===== src/rtl/secure_alu_pkg.sv =====
// rtl/secure_alu_pkg.sv - shared constants, mode/state encodings and decrypt helper for the secure ALU result path
package secure_alu_pkg;

  localparam logic [7:0] KEY_DEFAULT      = 8'hA5;
  localparam logic [3:0] NIB_MASK_DEFAULT = 4'hC;

  localparam logic MODE_XOR = 1'b0;
  localparam logic MODE_NIB = 1'b1;

  // Key FSM encoding, also used by the matching encryptor
  typedef enum logic {
    ST_RUN   = 1'b0,
    ST_REKEY = 1'b1
  } key_state_e;

  // One FIFO word: integrity flag above the recovered byte
  typedef struct packed {
    logic       err;
    logic [7:0] data;
  } dec_word_t;

  localparam int DEC_WORD_W = $bits(dec_word_t);

  // Reverse either encryption; nibble mode requires a zero upper nibble
  function automatic dec_word_t decrypt_byte(
    input logic [7:0] din,
    input logic       mode,
    input logic [7:0] key,
    input logic [3:0] mask
  );
    dec_word_t w;
    if (mode == MODE_NIB) begin
      w.data = {4'h0, din[3:0] ^ mask};
      w.err  = |din[7:4];
    end else begin
      w.data = din ^ key;
      w.err  = 1'b0;
    end
    return w;
  endfunction

endpackage


===== src/rtl/dec_fifo2.sv =====
// rtl/dec_fifo2.sv - two-entry synchronous FIFO holding decrypted words
module dec_fifo2 #(
  parameter int W = 9
) (
  input  logic         clk,
  input  logic         rst,
  input  logic         push,
  input  logic [W-1:0] push_data,
  input  logic         pop,
  output logic [W-1:0] head_data,
  output logic [1:0]   count
);

  logic [W-1:0] mem [2];
  logic         rd_ptr;
  logic         wr_ptr;
  logic         push_en;
  logic         pop_en;

  // Never overwrite a full FIFO or pop an empty one, whatever the caller does
  assign push_en   = push && (count != 2'd2);
  assign pop_en    = pop && (count != 2'd0);
  assign head_data = mem[rd_ptr];

  // Storage, pointers and occupancy; reset flushes everything
  always_ff @(posedge clk) begin
    if (rst) begin
      mem[0] <= '0;
      mem[1] <= '0;
      rd_ptr <= 1'b0;
      wr_ptr <= 1'b0;
      count  <= 2'd0;
    end else begin
      if (push_en) begin
        mem[wr_ptr] <= push_data;
        wr_ptr      <= ~wr_ptr;
      end
      if (pop_en) begin
        rd_ptr <= ~rd_ptr;
      end
      case ({push_en, pop_en})
        2'b10:   count <= count + 2'd1;
        2'b01:   count <= count - 2'd1;
        default: count <= count;
      endcase
    end
  end

endmodule


===== src/rtl/secure_alu_decryptor.sv =====
// rtl/secure_alu_decryptor.sv - receive-side decryptor with key update FSM, output buffer and counters
module secure_alu_decryptor
  import secure_alu_pkg::*;
#(
  parameter logic [7:0] KEY_RESET = KEY_DEFAULT,
  parameter logic [3:0] NIB_MASK  = NIB_MASK_DEFAULT
) (
  input  logic        clk,
  input  logic        rst,
  input  logic        in_valid,
  output logic        in_ready,
  input  logic [7:0]  in_data,
  input  logic        in_mode,
  input  logic        key_valid,
  output logic        key_ready,
  input  logic [7:0]  key_data,
  output logic        out_valid,
  input  logic        out_ready,
  output logic [7:0]  out_data,
  output logic        out_err,
  output logic [15:0] byte_count,
  output logic [7:0]  err_count
);

  key_state_e state;
  key_state_e state_nxt;
  logic [7:0] key;
  logic [7:0] key_next;
  logic [1:0] fifo_count;
  logic [DEC_WORD_W-1:0] head_raw;
  dec_word_t  head;
  dec_word_t  dec_word;
  logic       in_fire;
  logic       out_fire;
  logic       key_fire;

  assign in_fire  = in_valid && in_ready;
  assign key_fire = key_valid && key_ready;
  assign out_fire = out_valid && out_ready;

  // Decrypt uses the key register as it stands, so a byte taken alongside a key handshake sees the old key
  assign dec_word = decrypt_byte(in_data, in_mode, key, NIB_MASK);

  dec_fifo2 #(
    .W(DEC_WORD_W)
  ) u_fifo (
    .clk       (clk),
    .rst       (rst),
    .push      (in_fire),
    .push_data (dec_word),
    .pop       (out_fire),
    .head_data (head_raw),
    .count     (fifo_count)
  );

  assign head      = dec_word_t'(head_raw);
  assign out_valid = (fifo_count != 2'd0);
  assign out_data  = out_valid ? head.data : 8'h00;
  assign out_err   = out_valid ? head.err  : 1'b0;

  // Key FSM state, staged key and live key; the live key only changes in REKEY
  always_ff @(posedge clk) begin
    if (rst) begin
      state    <= ST_RUN;
      key      <= KEY_RESET;
      key_next <= KEY_RESET;
    end else begin
      state <= state_nxt;
      if (key_fire) begin
        key_next <= key_data;
      end
      if (state == ST_REKEY) begin
        key <= key_next;
      end
    end
  end

  // Next state and handshake readies, decoded from registered state only
  always_comb begin
    state_nxt = state;
    key_ready = 1'b0;
    in_ready  = 1'b0;
    case (state)
      ST_RUN: begin
        key_ready = 1'b1;
        in_ready  = (fifo_count != 2'd2);
        if (key_valid) begin
          state_nxt = ST_REKEY;
        end
      end
      ST_REKEY: begin
        state_nxt = ST_RUN;
      end
      default: begin
        state_nxt = ST_RUN;
      end
    endcase
  end

  // Accepted-byte counter wraps; error counter saturates
  always_ff @(posedge clk) begin
    if (rst) begin
      byte_count <= 16'h0000;
      err_count  <= 8'h00;
    end else if (in_fire) begin
      byte_count <= byte_count + 16'h0001;
      if (dec_word.err && (err_count != 8'hFF)) begin
        err_count <= err_count + 8'h01;
      end
    end
  end

endmodule


===== config.mk =====
export PLATFORM = sky130hd
export DESIGN_NAME = secure_alu_decryptor
export DESIGN_NICKNAME = d
export VERILOG_FILES = /design/src/rtl/secure_alu_pkg.sv /design/src/rtl/dec_fifo2.sv /design/src/rtl/secure_alu_decryptor.sv
export SDC_FILE = /design/constraint.sdc
export NUM_CORES = 1
export LEC_CHECK = 0
export ABC_CLOCK_PERIOD_IN_PS = 3200
export BUFFER_PORTS_ARGS = -buffer_cell sky130_fd_sc_hd__buf_4
export CORE_ASPECT_RATIO = 0.8
export CORE_MARGIN = 3
export CORE_UTILIZATION = 54
export CTS_CLUSTER_SIZE = 30
export DETAILED_ROUTE_END_ITERATION = 8
export GPL_ROUTABILITY_DRIVEN = 0
export PLACE_DENSITY = 0.86
export REMOVE_ABC_BUFFERS = 1
export SYNTH_ARGS = -nofsm -noshare
export SYNTH_HDL_FRONTEND = slang
export SYNTH_SLANG_ARGS = --single-unit

===== constraint.sdc =====
create_clock -name clk -period 3.2 [get_ports clk]
set_input_delay 0.96 -clock clk [delete_from_list [all_inputs] [get_ports clk]]
set_output_delay 0.96 -clock clk [all_outputs]
set_load 0.01 [all_outputs]

==> out/qor.yml <==
finalClockSkew_ns: 0.00614
fmax_mhz: 387
dp_hpwl_um: 4180
grt.total_usage_pct: 20.1
min_path_cells: 2
avgRoutedWirePerCell_um: 13.9
drtPass1Iterations: 4
ys_seq_area_share_pct: 51.7
ir_worst_vdd_mv: 0.465
io_pins: 58
synth_area_leaders: "dfxtp_1 33%, edfxtp_1 19%, mux2i_1 6.4%"
vias: 2324
drc: 0
n_fill_cell: 358
syn2layout_area_growth_pct: 22.5
p_per_area_mw_per_mm2: 568
grt_max_degree: 39
portBuffers: 57
ys_async_sr_fraction_pct: 0
synth.distinct_cells: 30
layout-drive-gt1-share_pct: 20.9
diodes: 0
syn-cell-area_mm2: 0.00283
clockBufferDepth: 2
finalHoldViolations: 0
die_y_um: 70.7
worstMarginPinSlew_ns: 0.828
yosys.area.top_type: "dfxtp_1"
yosys_warnings: 0
cts_hold_buf: 0
slew_viol_final: 0
r2r_cells: 6
cts_tree: "done"
fin_util_pct: 71.9
avgViaCountPerCell: 5.48
end_kind: "primary output"
post_cts_buffers: 0
cpMostUsedCell: "nor2_1"
synth-main-ff-cell: "dfxtp_1"
pre_cts_slack_ns: 0.599
synth_top_area_share_pct: 32.6
synth_edf_count: 18
whs_ns: 0.471
initial_core_util_pct: 58.7
syn_inst: 304
cts.repair.resized: 0
synth-seq-cells: 64
finalWorstPathRequiredPeriod_ns: 2.58
cts-root-buf: "clkbuf_8"
crit_family: "simple AND/OR/NAND/NOR gates"
core_area_mm2: 0.00482
postSynthAreaPerCell_um2: 9.31
crit_required_ns: 2.24
slew_headroom_pct: 44.1
layout_setup_ws_ns: 0.615
cpPeakStageDelay_ns: 0.60
final_cells: 424
gr-total-overflow: 0
setup_viol: 0
p_leak_nw: 1.33
status: "complete, no violations"
die_area_mm2: 0.00615
clock_sinks: 64
drv_cap: 0
cts_max_level: 3
path_clk_slew_ns: 0.07
fin_crit_sh_pct: 80.8
grt_pass1_vias: 2102
grt_antenna_before_repair: 0
cp_slowest_cell: "nor2_1"
routed_wl_um: 5910
startpoint_type: "register"
grt_pass1_wl_um: 9760
numCtsBuffers: 9
crit_cells: 3
dp.cells: 408
die_width_um: 86.9
path_cells: "nor2_1 > nor2_1 > buf_4"
rsz0062_at_grt: "no"
nets: 384
worstPathArrival_ns: 1.62
path_class: "reg2out"
drt_iter0_drc: 129
clkLatencyLatePin_ns: 0.33
hold_path_class: "reg2reg"
path_buf_inv: 1
antenna_left: 0
path_max_fanout: 11
rows: 22
tns_ns: 0
-- worst min-delay path: stages, from the launching register on --
cell	delay (ns)
dfxtp_1	0.32
nand2_1	0.06
a21oi_1	0.05
-- final cells by class --
cell class / count / area [um^2] / share of cell area, %
tap: 60 / 75.1 / 2.17
clock inverter: 3 / 17.5 / 0.505
timing repair buffer: 61 / 458 / 13.2
inverter: 6 / 22.5 / 0.650
multi-input combinational: 217 / 1270 / 36.7
clock buffer: 13 / 159 / 4.58
sequential: 64 / 1460 / 42.2
-- where the power goes --
part	leakage [nW]	switching [mW]	internal, mW
clock network	0.0894	0.286	0.321
registers	0.564	0.0612	0.904
logic	0.680	0.214	0.184
total	1.33	0.561	1.41
-- worst paths after layout --
kind / endpoint / slack (ns) / startpoint
max reg2reg: u_fifo.count[1] / 0.98 / u_fifo.count[1]
max: out_data[4] / 0.62 / u_fifo.count[0]
min reg2reg: key_next[1] / 0.47 / key_next[1]
min: key_next[1] / 0.47 / key_next[1]
-- through the flow --
step	instance area, um^2	total power, mW
6_report	3470	1.97
5_1_grt	3470	2.08
4_1_cts	3470	1.98
3_5_place_dp	3290	1.38
3_3_place_gp	3290	1.36
2_1_floorplan	2760	1.20
-- sequential cells by signal, summed over array words and instances, names as in the netlist, named ones only --
register,count
byte_count,16
err_count,8
key,8
key_next,8
state,1
u_fifo.count,2
u_fifo.mem,18
u_fifo.rd_ptr,1
u_fifo.wr_ptr,1
-- cell usage after synthesis, types with 2 or more instances --
| cell type | instances |
|---|---|
| a21oi_1 | 20 |
| nand2_1 | 33 |
| nand3_1 | 16 |
| inv_1 | 6 |
| nor3_1 | 8 |
| nor4_1 | 4 |
| mux2i_1 | 18 |
| dfxtp_1 | 46 |
| o21ai_0 | 9 |
| or4_1 | 8 |
| nor2b_1 | 6 |
| buf_1 | 2 |
| o31ai_1 | 8 |
| xor2_1 | 4 |
| clkbuf_1 | 13 |
| nand4_1 | 3 |
| ha_1 | 3 |
| xnor2_1 | 15 |
| edfxtp_1 | 18 |
| nand2b_1 | 2 |
| or3_1 | 11 |
| nor2_1 | 43 |
-- layer usage --
metal  up-vias  global-route usage (%)  routed length, um
met5         -                       0                  0
met4         0                    6.75                 82
met3        10                    5.59                329
met2        74                    30.7               2750
met1      1063                    27.5               2750
li1       1177                       -                  -
-- cells by family (layout without fill, tap and decap cells) --
| family | count (synthesis) | after routing | synth area share [%] |
|---|---|---|---|
| simple gates | 138 | 138 | 23.5 |
| flops | 64 | 64 | 51.7 |
| compound gates | 39 | 39 | 7.92 |
| buf+inv | 23 | 83 | 3.36 |
| xor+xnor | 19 | 19 | 5.88 |
| mux | 18 | 18 | 6.37 |
| fa+ha+maj | 3 | 3 | 1.33 |
-- cell usage in the layout (no fill, tap or decap), types with 9 or more instances in the layout --
cell       n
clkbuf_8  11
nor2_1    43
xnor2_1   15
nand2_1   33
mux2i_1   18
dfxtp_1   46
o21ai_0    9
a21oi_1   20
buf_4     61
or3_1     11
nand3_1   16
edfxtp_1  18
(Power assumes the default switching activity.)
